--- src/rtl/pix_cfg_pkg.sv ---
// rtl/pix_cfg_pkg.sv - shared state encoding, register indices and word size for the pixel config sequencer.
package pix_cfg_pkg;

  typedef enum logic [1:0] {
    IDLE  = 2'd0,
    SH_LO = 2'd1,
    SH_HI = 2'd2,
    LOAD  = 2'd3
  } cfg_state_e;

  localparam logic [2:0] IDX_FRAME = 3'b000;
  localparam logic [2:0] IDX_CFG   = 3'b001;
  localparam logic [2:0] IDX_RB    = 3'b110;
  localparam logic [2:0] IDX_PUSH  = 3'b111;

  localparam int CFG_BITS = 6;

endpackage

--- src/rtl/pix_cfg_phase_timer.sv ---
// rtl/pix_cfg_phase_timer.sv - down-counter timing one shift half-period or the load pulse.
module pix_cfg_phase_timer #(
  parameter int W = 8
) (
  input  logic         spi_clk,
  input  logic         rst,
  input  logic         load,
  input  logic [W-1:0] load_val,
  input  logic         run,
  output logic         expire
);

  logic [W-1:0] cnt;

  // cnt holds the cycles remaining after the current one; expire marks the last cycle of a phase.
  always_ff @(posedge spi_clk) begin
    if (rst) begin
      cnt <= '0;
    end else if (load) begin
      cnt <= load_val - W'(1);
    end else if (run && cnt != '0) begin
      cnt <= cnt - W'(1);
    end
  end

  assign expire = run && (cnt == '0);

endmodule

--- src/rtl/pix_cfg_sequencer.sv ---
// rtl/pix_cfg_sequencer.sv - serialises double-column config words onto the pixel chain and strobes the latch.
// Optional readback accumulator (rb_word/rb_valid) is built when PIX_CFG_READBACK_EN is defined.
module pix_cfg_sequencer
  import pix_cfg_pkg::*;
#(
  parameter int NUM_DCOL = 64,
  parameter int HALF_PER = 2,
  parameter int LOAD_CYC = 4
) (
  input  logic       spi_clk,
  input  logic       rst,
  input  logic       wr_en,
  input  logic [2:0] index,
  input  logic [7:0] data_in,
  input  logic       config_en,
  input  logic       chain_do,
  output logic       cfg_sdi,
  output logic       cfg_sclk,
  output logic       cfg_load,
  output logic       config_do,
  output logic       busy,
  output logic [7:0] col_cnt,
  output logic       frame_done,
`ifdef PIX_CFG_READBACK_EN
  output logic       overrun,
  output logic [5:0] rb_word,
  output logic       rb_valid
`else
  output logic       overrun
`endif
);

  localparam logic [7:0] NUM_DCOL8 = 8'(NUM_DCOL);
  localparam logic [7:0] HALF_PER8 = 8'(HALF_PER);
  localparam logic [7:0] LOAD_CYC8 = 8'(LOAD_CYC);

  cfg_state_e state;
  logic [5:0] sr;
  logic [2:0] bit_cnt;
  logic       hi_first;
  logic       commit_pend;

  logic       frame_wr, commit_wr, room, last_bit;
  logic       take_cfg, go_load;
  logic       tmr_load, tmr_expire;
  logic [7:0] tmr_val;
  logic       unused_bits;

  assign unused_bits = &{1'b0, data_in[7:6]};

  always_comb begin
    frame_wr  = wr_en && (index == IDX_FRAME) && data_in[0];
    commit_wr = wr_en && (index == IDX_PUSH);
    room      = col_cnt < NUM_DCOL8;
    last_bit  = bit_cnt == 3'(CFG_BITS - 1);
    // A frame start in IDLE takes the whole cycle; everything else on that cycle is ignored.
    take_cfg  = (state == IDLE) && !frame_wr && config_en && room;
    go_load   = (state == IDLE) && !frame_wr && !room && (commit_pend || commit_wr);
    tmr_load  = take_cfg || go_load ||
                (tmr_expire && (state == SH_LO || (state == SH_HI && !last_bit)));
    tmr_val   = go_load ? LOAD_CYC8 : HALF_PER8;
  end

  pix_cfg_phase_timer #(.W(8)) u_timer (
    .spi_clk  (spi_clk),
    .rst      (rst),
    .load     (tmr_load),
    .load_val (tmr_val),
    .run      (state != IDLE),
    .expire   (tmr_expire)
  );

  always_ff @(posedge spi_clk) begin
    if (rst) begin
      state       <= IDLE;
      sr          <= '0;
      bit_cnt     <= '0;
      hi_first    <= 1'b0;
      commit_pend <= 1'b0;
      cfg_sdi     <= 1'b0;
      cfg_sclk    <= 1'b0;
      cfg_load    <= 1'b0;
      config_do   <= 1'b0;
      busy        <= 1'b0;
      col_cnt     <= '0;
      frame_done  <= 1'b0;
      overrun     <= 1'b0;
`ifdef PIX_CFG_READBACK_EN
      rb_word     <= '0;
      rb_valid    <= 1'b0;
`endif
    end else begin
`ifdef PIX_CFG_READBACK_EN
      rb_valid <= 1'b0;
`endif
      case (state)
        IDLE: begin
          if (frame_wr) begin
            col_cnt     <= '0;
            frame_done  <= 1'b0;
            overrun     <= 1'b0;
            commit_pend <= 1'b0;
          end else begin
            if (commit_pend) begin
              commit_pend <= 1'b0;
              if (room) overrun <= 1'b1;
            end
            if (config_en && !room) overrun <= 1'b1;
            if (commit_wr) begin
              if (take_cfg) commit_pend <= 1'b1;
              else if (room) overrun <= 1'b1;
            end
            if (take_cfg) begin
              sr      <= data_in[5:0];
              bit_cnt <= '0;
              cfg_sdi <= data_in[5];
              busy    <= 1'b1;
              state   <= SH_LO;
            end
            if (go_load) begin
              cfg_load <= 1'b1;
              busy     <= 1'b1;
              state    <= LOAD;
            end
          end
        end

        SH_LO: begin
          if (config_en || frame_wr) overrun <= 1'b1;
          if (commit_wr) commit_pend <= 1'b1;
          if (tmr_expire) begin
            cfg_sclk <= 1'b1;
            hi_first <= 1'b1;
            state    <= SH_HI;
          end
        end

        SH_HI: begin
          if (config_en || frame_wr) overrun <= 1'b1;
          if (commit_wr) commit_pend <= 1'b1;
          hi_first <= 1'b0;
          if (hi_first) begin
            config_do <= chain_do;
`ifdef PIX_CFG_READBACK_EN
            rb_word   <= {rb_word[4:0], chain_do};
`endif
          end
          if (tmr_expire) begin
            cfg_sclk <= 1'b0;
            bit_cnt  <= bit_cnt + 3'd1;
            if (last_bit) begin
              cfg_sdi <= 1'b0;
              busy    <= 1'b0;
              if (col_cnt != NUM_DCOL8) col_cnt <= col_cnt + 8'd1;
`ifdef PIX_CFG_READBACK_EN
              rb_valid <= 1'b1;
`endif
              state   <= IDLE;
            end else begin
              sr      <= {sr[4:0], 1'b0};
              cfg_sdi <= sr[4];
              state   <= SH_LO;
            end
          end
        end

        LOAD: begin
          if (config_en || frame_wr || commit_wr) overrun <= 1'b1;
          if (tmr_expire) begin
            cfg_load   <= 1'b0;
            busy       <= 1'b0;
            frame_done <= 1'b1;
            state      <= IDLE;
          end
        end

        default: state <= IDLE;
      endcase
`ifdef PIX_CFG_READBACK_EN
      if (wr_en && index == IDX_RB && data_in[0]) rb_word <= '0;
`endif
    end
  end

endmodule

--- config.mk ---
export PLATFORM = sky130hd
export DESIGN_NAME = pix_cfg_sequencer
export DESIGN_NICKNAME = d
export VERILOG_FILES = /design/src/rtl/pix_cfg_pkg.sv /design/src/rtl/pix_cfg_phase_timer.sv /design/src/rtl/pix_cfg_sequencer.sv
export SDC_FILE = /design/constraint.sdc
export NUM_CORES = 1
export LEC_CHECK = 0
export ABC_AREA = 0
export ABC_CLOCK_PERIOD_IN_PS = 2700
export BUFFER_PORTS_ARGS = -buffer_cell sky130_fd_sc_hd__buf_4
export CELL_PAD_IN_SITES_DETAIL_PLACEMENT = 1
export CELL_PAD_IN_SITES_GLOBAL_PLACEMENT = 1
export CORE_AREA = 5 5 74 76
export CTS_CLUSTER_DIAMETER = 80
export CTS_CLUSTER_SIZE = 24
export DETAILED_ROUTE_END_ITERATION = 8
export DIE_AREA = 0 0 79 81
export PLACE_DENSITY = 0.81
export SYNTH_ARGS = -nofsm -noshare
export SYNTH_HDL_FRONTEND = slang
export SYNTH_SLANG_ARGS = --single-unit
--- constraint.sdc ---
create_clock -name spi_clk -period 2.7 [get_ports spi_clk]
set_clock_uncertainty 0.05 [all_clocks]
set_input_delay 0.27 -clock spi_clk [delete_from_list [all_inputs] [get_ports spi_clk]]
set_output_delay 0.27 -clock spi_clk [all_outputs]
set_load 0.03 [all_outputs]
Yosys cells after proc, flatten, opt, wreduce, memory -nomap -nowiden:

Cells that the tools add are included.
W data, S select, Z words.

* muxes and demuxes: 60
* reduce and logical (&&, ||, !) cells: 46
* eq/ne operators: 20
* $add $sub $neg: 4
* order comparisons: 1

Operators by type and width (count)
* $mux W8: 6
* $mux W1: 28
* $mux W5: 4
* $ne A2 B2 Y1 const B: 10
* $pmux W8 S2: 1
* $reduce_and A5 Y1: 3
* $logic_and A1 B1 Y1: 13
* $mux W2: 6
* $mux W3: 4
* $pmux W1 S2: 6
* $reduce_bool A2 Y1: 6
* $pmux W5 S2: 1
* $add A8 B1 Y8 const B: 1
* $logic_not A8 Y1: 1
* $lt A8 B7 Y1 const B: 1
* $ne A8 B7 Y1 const B: 1
* $pmux W2 S4: 1
* $reduce_and A2 Y1: 4
* $reduce_and A4 Y1: 2
* $reduce_bool A8 Y1: 1
* $sub A8 B1 Y8 const B: 1
* $eq A3 B3 Y1 const B: 2
* $logic_or A1 B1 Y1: 6
* $ne A2 B1 Y1 const B: 3
* other kinds (14): 19

* word-level logic and storage cells: 145
* output and inout port bits: 15
* register bits after elaboration: 35

Logic depth before layout (Yosys ltp):

Gate-level depths: netlist of run 1.

* word-level depth: 11
* depth in mapped cells: 8
* depth with buffers taken out: 7

By module:

From an unflattened synthesis of run 1, not the netlist that was laid out.

* cell total of the unflattened synthesis: 274
* area, all modules: 2297.2 um^2

By module, submodules not included
* pix_cfg_sequencer: seq. area each 540.5 um^2, area each 1699.1 um^2, cells each 199, instances 1
* pix_cfg_phase_timer: seq. area each 160.2 um^2, area each 598.1 um^2, cells each 75, instances 1

Worst setup path after synthesis of run 1:

OpenSTA, ideal clock, no wires.

* path type: reg2reg
* from: reg state[0]
* to: reg col_cnt[5]
* cell stages (with the launch flop): 8
* data required time: 2558 ps
* period minus slack after synthesis: 2205 ps
* setup time: 92 ps
* buffers on the path: 0
* arrival time: 2062 ps
* slack: 495 ps
* cells stage by stage: dfxtp_1 inv_1 ha_1 nor4b_2 nand2_2 or3_1 or4b_1 o32ai_1

* longest elaborated chain between the ends: 4

RTL lines
* start, declared: line pix_cfg_sequencer.sv:37 `cfg_state_e state;`
* start signal, assigned: line pix_cfg_sequencer.sv:75 `state <= IDLE;`
* start signal, assigned: line pix_cfg_sequencer.sv:118 `state <= SH_LO;`
* start signal, assigned: line pix_cfg_sequencer.sv:123 `state <= LOAD;`
* $reduce_bool A2 Y1: line pix_cfg_sequencer.sv:69 `.run (state != IDLE),`
* $logic_and A1 B1 Y1: line pix_cfg_phase_timer.sv:26 `assign expire = run && (cnt == '0);`
* $ne A2 B2 Y1 (no source line)
* $reduce_and A5 Y1 (no source line)
* end signal, assigned: line pix_cfg_sequencer.sv:154 `if (col_cnt != NUM_DCOL8) col_cnt <= col_cnt + 8'd1;`
* end, declared: line pix_cfg_sequencer.sv:22 `output logic [7:0] col_cnt,`

Several ways; a longest one is shown, not always the timed one.
A chain may end at the register's enable or synchronous reset.

Worst setup path in the final report of run 1:

Ends and elaborated chain as after synthesis.

==> metrics.csv, run 1 <==
stage,metric,value,unit
yosys,mapped cell area,1940,µm²
timing,Worst Max-Slew Pin Slew,606,ps
cts,Resized cells post-CTS,0,
floorplan,num rows,25,
placed_design,placed cell count,309,
cts,TritonCTS sink count,35,
cts,clock-pin slew on the worst setup and hold paths,80,ps
cts,CTS tree,yes,
power,Sw Pwr,986,µW
yosys,Syn. warnings,0,
yosys,number of enable flip-flop cells after synthesis,0,
placed_design,Port Buffers,28,
timing,Final setup viols,0,
route,total number of vias,1761,
yosys,Most used DFF post-synth,dfxtp_1,
job,max-cap viol count,0,
grt,initial antenna violation count,0,
worst_setup_path,crit path from,state[0],
worst_setup_path,Worst Setup Path Type,flip-flop to flip-flop,
grt,first-pass GRT wire length,8270,µm
timing,fin crit share,92.8,%
cells_and_area,ant diodes,0,
cts,Root Driver,clkbuf_8,
route,Routed WL per cell,15.4,µm
worst_setup_path,Critical Path Source Type,flip-flop,
power,share of power burned in registers,31.8,%
timing,Pins Over Slew Limit,0,
timing,Fin Setup TNS,0,ps
yosys,Mapped Cells,228,
floorplan,initial core utilization,41.6,%
floorplan,die height,81,µm
placed_design,RePlAce Congestion,0.848,
grt,vias in the first global route,1737,
grt,largest net degree at the start of global routing,28,
outcome,status,"finished, final reports clean",
timing,setup slack after layout,194,ps
route,DR vias/cell,5.56,
timing,final hold slack,183,ps
timing,fin crit period,2510,ps
hold_path,Min-Delay Path Class,input port to flip-flop,
worst_setup_path,Worst EP arrival,2660,ps
worst_setup_path,CP required,2850,ps
power,maximum vdd ir drop,0.419,mV
cts,CTS H-tree lvls,2,
floorplan,I/O Pins,31,
worst_setup_path,crit end category,flip-flop,
cells_and_area,post-route insts no fill,317,
cells_and_area,layout cells sized above 1,19.0,%
route,DRC Markers,0,
cells_and_area,FF/Latch Area,701,µm²
cts,CTS Buf Count,5,
power,Sw Share,41.8,%
route,DR pass1 iterations,4,
worst_setup_path,CP max FO,7,
cts,Clock Latency Late Sink,290,ps
cells_and_area,Area Overhead vs Synth,20.2,%
power,clock power share,18.0,%
route,final WL,4870,µm
yosys,"Seq/Total Area, Yosys",36.1,%
cts,cts hold-fix bufs,0,
cells_and_area,nets,290,
cts,setup bufs post-CTS,0,
cts,clock buffer depth,2,
yosys,Synth Register Bits,35,
grt,GRT overflow,0,
timing,Slew headroom,59.5,%
power,leakage power,0.911,nW
power,Power Density,1010,nW/µm²
cells_and_area,footprint of the multi-input gates,1160,µm²
timing,RSZ-0062 raised after global routing,no,
floorplan,Core Area,4660,µm²
placed_design,pre-CTS setup slack,222,ps
yosys,Cell variety after synth,54,
yosys,"Async S/R FF share, synth",0,%
yosys,Synthesized Nets,256,
power,Design Power,2.36,mW
cells_and_area,fillcell total,572,
timing,final hold vios,0,
floorplan,die area,6400,µm²
power,internal power,1.37,mW
worst_setup_path,worst r2r src,state[0],
hold_path,hold path start,data_in[0],
route,Initial DRC Count,73,
floorplan,die width,79,µm
power,logic gate share of total power,50.2,%
timing,Fmax,0.399,GHz
yosys,Avg Inst Size Synth,8.51,µm²
route,Routed Antenna Nets,0,
placed_design,DPL Wire Length,3620,µm
grt,Tot GR Track Use,16.4,%
[sequential cells by signal, indices dropped and copies added, names as in the netlist, 2 cells and up]
signal       count
sr               5
col_cnt          8
bit_cnt          3
state            2
u_timer.cnt      8
[cell type report]
type,instances,area share [%]
Clock buffer,8,4.29
Multi-Input combinational cell,173,49.6
Tap cell,54,2.90
Sequential cell,35,30.0
Timing Repair Buffer,35,11.3
Inverter,12,1.93
[cells in the mapped netlist (2+ instances only)]
| cell type | n | area, µm² |
|---|---|---|
| a211oi_1 | 7 | 52.6 |
| a21oi_1 | 17 | 85.1 |
| clkbuf_1 | 6 | 22.5 |
| dfxtp_1 | 35 | 701 |
| ha_1 | 12 | 150 |
| inv_1 | 12 | 45.0 |
| mux2i_1 | 7 | 70.1 |
| nand2_1 | 16 | 60.1 |
| nand2b_1 | 2 | 12.5 |
| nand3_1 | 7 | 35.0 |
| nand3b_1 | 2 | 15.0 |
| nand4_1 | 2 | 12.5 |
| nand4bb_1 | 2 | 22.5 |
| nor2_1 | 31 | 116 |
| nor3_1 | 4 | 20.0 |
| nor4b_1 | 2 | 17.5 |
| o21ai_0 | 11 | 55.1 |
| o21bai_1 | 2 | 15.0 |
| o31ai_1 | 2 | 15.0 |
| o32ai_1 | 3 | 26.3 |
| or3_1 | 7 | 43.8 |
| xnor2_1 | 2 | 17.5 |
| xor2_1 | 6 | 52.6 |
[routing by layer]
layer | global-route usage, % | vias up | wire, µm
li1 | - | 883 | -
met1 | 20.8 | 839 | 2360
met2 | 26.7 | 29 | 2260
met3 | 3.44 | 10 | 125
met4 | 7.39 | 0 | 124
met5 | 0 | - | 0
[cell families after synthesis]
| logic type | Yosys count | share of synthesized area (%) |
|---|---|---|
| AO/OA/AOI/OAI | 58 | 19.8 |
| XOR/XNOR | 8 | 3.61 |
| adder cells (fa/ha/maj) | 12 | 7.74 |
| buffers and inverters | 20 | 4.32 |
| flip-flops | 35 | 36.1 |
| multiplexers | 8 | 4.19 |
| AND/OR/NAND/NOR | 87 | 24.2 |
[through the flow]
| step | utilization (%) | instance area, µm² |
|---|---|---|
| after global routing | 50.0 | 2330 |
| after CTS | 50.0 | 2330 |
| after global placement | 47.9 | 2230 |
| after detailed placement | 47.9 | 2230 |
| final | 50.0 | 2330 |
| after floorplan | - | 1940 |
[worst max-delay path, cell delays in order, from the launching register on]
cell	delay, ps
dfxtp_1	420
inv_1	110
ha_1	330
nor4b_2	280
buf_4	180
nand2_2	60
or3_1	400
or4b_1	470
o32ai_1	120
[cell usage in the layout (no fill, tap or decap), types with 11 or more instances in the layout]
| cell | count |
|---|---|
| o21ai_0 | 11 |
| dfxtp_1 | 35 |
| a21oi_1 | 17 |
| ha_1 | 12 |
| inv_1 | 12 |
| buf_4 | 35 |
| nand2_1 | 16 |
| nor2_1 | 31 |
[worst paths after layout]
kind | end | slack (ps) | cells after the start
hold reg to reg | busy | 430 | 2
setup reg to reg | col_cnt[5] | 190 | 8
setup / recovery | col_cnt[5] | 190 | 8
hold / removal | sr[0] | 180 | 3
[power by group through the flow]
stage	clock network, mW	logic (mW)	registers, mW
after floorplan	0	0.793	0.796
after global placement	0	1.14	0.755
after detailed placement	0	1.18	0.758
after CTS	0.435	1.19	0.750
after global routing	0.464	1.32	0.770
final	0.425	1.18	0.749
No activity file was read; power rests on OpenSTA's default activity.
==> run 2: changes to the inputs <==
- CORE_AREA: 5 5 74 76 -> 5 5 80 82
- DIE_AREA: 0 0 79 81 -> 0 0 85 87
- PLACE_DENSITY: 0.81 -> 0.8
- SYNTH_HIERARCHICAL: default -> 1
==> run 2 against run 1 <==
  * Wire length rose by 27%
  * Largest cell class unchanged
  * Critical path type unchanged
  * Maximum frequency fell by 2.6%
  * Synthesized cell count rose by 20%
==> metrics.csv, run 2 <==
stage,metric,value,unit
worst_setup_path,flop2flop setup slack,130,ps
route,DR vias/cell,5.45,
yosys,most common cell in the netlist,dfxtp_1,
timing,RSZ-0062 raised after global routing,no,
yosys,"top cells by area, synth","dfxtp_1, ha_1, a21oi_1",
floorplan,die height,87,µm
power,share of power burned in registers,28.7,%
route,Routed Antenna Nets,0,
power,Sw Share,43.1,%
placed_design,RePlAce Congestion,0.791,
power,Power Density,887,nW/µm²
worst_setup_path,R2R depth,11,
cells_and_area,"commonest non-fill, non-tap cells in the layout","buf_4, dfxtp_1, nor2_1, a21oi_1, conb_1",
hold_path,Hold Path Depth,3,
floorplan,I/O Pins,31,
route,total number of vias,2206,
route,Initial DRC Count,78,
power,maximum vdd ir drop,0.440,mV
timing,Pins Over Slew Limit,0,
cts,CTS tree,yes,
yosys,"Seq/Total Area, Yosys",30.5,%
floorplan,die area,7400,µm²
cells_and_area,footprint of the multi-input gates,1590,µm²
timing,Final setup viols,0,
cells_and_area,ant diodes,0,
yosys,Synth Register Bits,35,
yosys,Most used DFF post-synth,dfxtp_1,
placed_design,DPL Wire Length,4650,µm
cts,Root Driver,clkbuf_8,
hold_path,Worst Hold End,config_do,
job,max-cap viol count,0,
grt,largest net degree at the start of global routing,41,
route,DRC Markers,0,
grt,GRT overflow,0,
timing,Fmax,0.389,GHz
outcome,status,"finished, final reports clean",
timing,final hold vios,0,
worst_setup_path,CP required,2860,ps
worst_setup_path,Worst EP arrival,2730,ps
yosys,number of enable flip-flop cells after synthesis,0,
worst_setup_path,worst r2r src,state[0],
yosys,Avg Inst Size Synth,8.38,µm²
grt,first-pass GRT wire length,10500,µm
yosys,Cell variety after synth,65,
cts,Clock Latency Late Sink,280,ps
cells_and_area,FF/Latch Area,703,µm²
worst_setup_path,CP max FO,5,
floorplan,initial core utilization,40.5,%
worst_setup_path,Critical R2R Capture,u_timer/cnt[6],
placed_design,Port Buffers,28,
timing,fin crit share,95.3,%
hold_path,Min-Delay Path Class,input port to flip-flop,
yosys,Syn. warnings,6,
cells_and_area,fillcell total,727,
timing,fin crit period,2570,ps
floorplan,Core Area,5680,µm²
timing,Worst Max-Slew Pin Slew,506,ps
cells_and_area,Area Overhead vs Synth,25.4,%
worst_setup_path,crit end category,flip-flop,
cells_and_area,nets,357,
cts,TritonCTS sink count,35,
cts,CTS H-tree lvls,2,
power,leakage power,1.11,nW
cts,clock-pin slew on the worst setup and hold paths,70,ps
yosys,Mapped Cells,274,
hold_path,hold path start,chain_do,
cells_and_area,Final Core Density,50.7,%
grt,vias in the first global route,2286,
route,DR pass1 iterations,4,
worst_setup_path,Critical Path Source Type,flip-flop,
route,Routed WL per cell,15.3,µm
cts,cts hold-fix bufs,0,
worst_setup_path,Worst Setup Path Type,flip-flop to flip-flop,
power,clock power share,15.3,%
worst_setup_path,crit path from,state[0],
floorplan,num rows,28,
cts,CTS Buf Count,5,
yosys,Synth top area share,30.5,%
route,final WL,6190,µm
timing,Slew headroom,66.3,%
cells_and_area,layout cells sized above 1,24.8,%
power,logic gate share of total power,56.1,%
yosys,mapped cell area,2300,µm²
yosys,biggest area consumer among synthesized cells,dfxtp_1,
grt,Tot GR Track Use,17.2,%
cts,clock buffer depth,2,
power,Sw Pwr,1.10,mW
power,internal power,1.45,mW
cells_and_area,"most common cell after layout, fill and taps aside",buf_4,
yosys,leading cell types by count after synthesis,"dfxtp_1, nor2_1, a21oi_1, inv_1, nand2_1",
yosys,"Async S/R FF share, synth",0,%
cells_and_area,Largest regs,"col_cnt x8, u_timer/cnt x8, sr x5",
placed_design,pre-CTS setup slack,-10.5,ps
floorplan,die width,85,µm
grt,initial antenna violation count,0,
timing,setup slack after layout,127,ps
==> run 2: worst max-delay path: stages, from the launching register on <==
cell      delay, ps
dfxtp_2         340
inv_2           110
ha_4            200
o21ai_2          90
or3_4           430
nand3_2         150
mux2i_1         240
ha_2            260
o211ai_1        150
xor2_1          190
a21o_1          180
a21oi_1         110
==> run 2: logic make-up (layout without fill, tap and decap cells) <==
family          count (synthesis)  count (layout)  synth area share (%)
simple gates                  102             102                  25.1
compound gates                 74              74                  23.0
flops                          35              35                  30.5
buf+inv                        27              68                  4.90
mux                            15              15                  6.92
fa+ha+maj                      11              11                  5.99
xor+xnor                        9               9                  3.43
other cells                     1              16                 0.163
==> run 2: layer usage <==
layer  wire length [µm]  GRT usage (%)
met4                 51           3.88
met1               2710           20.3
met5                  0              0
met2               3320           32.4
met3                113           2.93
==> run 2: repair_timing <==
action | 4_1_cts | 5_1_grt
resized for setup | 2 | 4
setup buffers | 0 | 2
endpoints found under the setup margin | 3 | 6
pin swaps | 0 | 5
==> run 2: how the worst max path moves through the flow <==
stage	end	slack, ps	cells after the start
3_3_place_gp	u_timer/cnt[6]	70	10
6_report	u_timer/cnt[6]	130	11
3_5_place_dp	u_timer/cnt[6]	-10	11
5_1_grt	u_timer/cnt[6]	9	10
4_1_cts	u_timer/cnt[7]	50	10
2_1_floorplan	u_timer/cnt[6]	-30	13
==> run 2: area by class of cell <==
class                      count  area share [%]
tap                           75            3.26
clock inverter                 1           0.174
multi-input combinational    227            55.3
inverter                      16            2.17
sequential                    35            24.4
clock buffer                   6            2.87
timing repair buffer          45            11.9
==> run 2: power by group through the flow <==
stage          registers (mW)  logic, mW  clock network (mW)
2_1_floorplan           0.782      0.975                   0
3_3_place_gp            0.735       1.33                   0
3_5_place_dp            0.739       1.37                   0
4_1_cts                 0.730       1.40               0.399
5_1_grt                 0.752       1.57               0.423
6_report                0.733       1.43               0.390
==> run 2: stage by stage <==
stage	hold WS, ps	instances	TNS, ps	area (µm²)	power, mW
finish	207	405	0	2880	2.56
global route	221	405	0	2880	2.75
CTS	207	403	0	2850	2.53
detailed placement	407	396	-10.5	2750	2.11
global placement	396	396	0	2750	2.07
floorplan	380	289	-40.2	2420	1.76
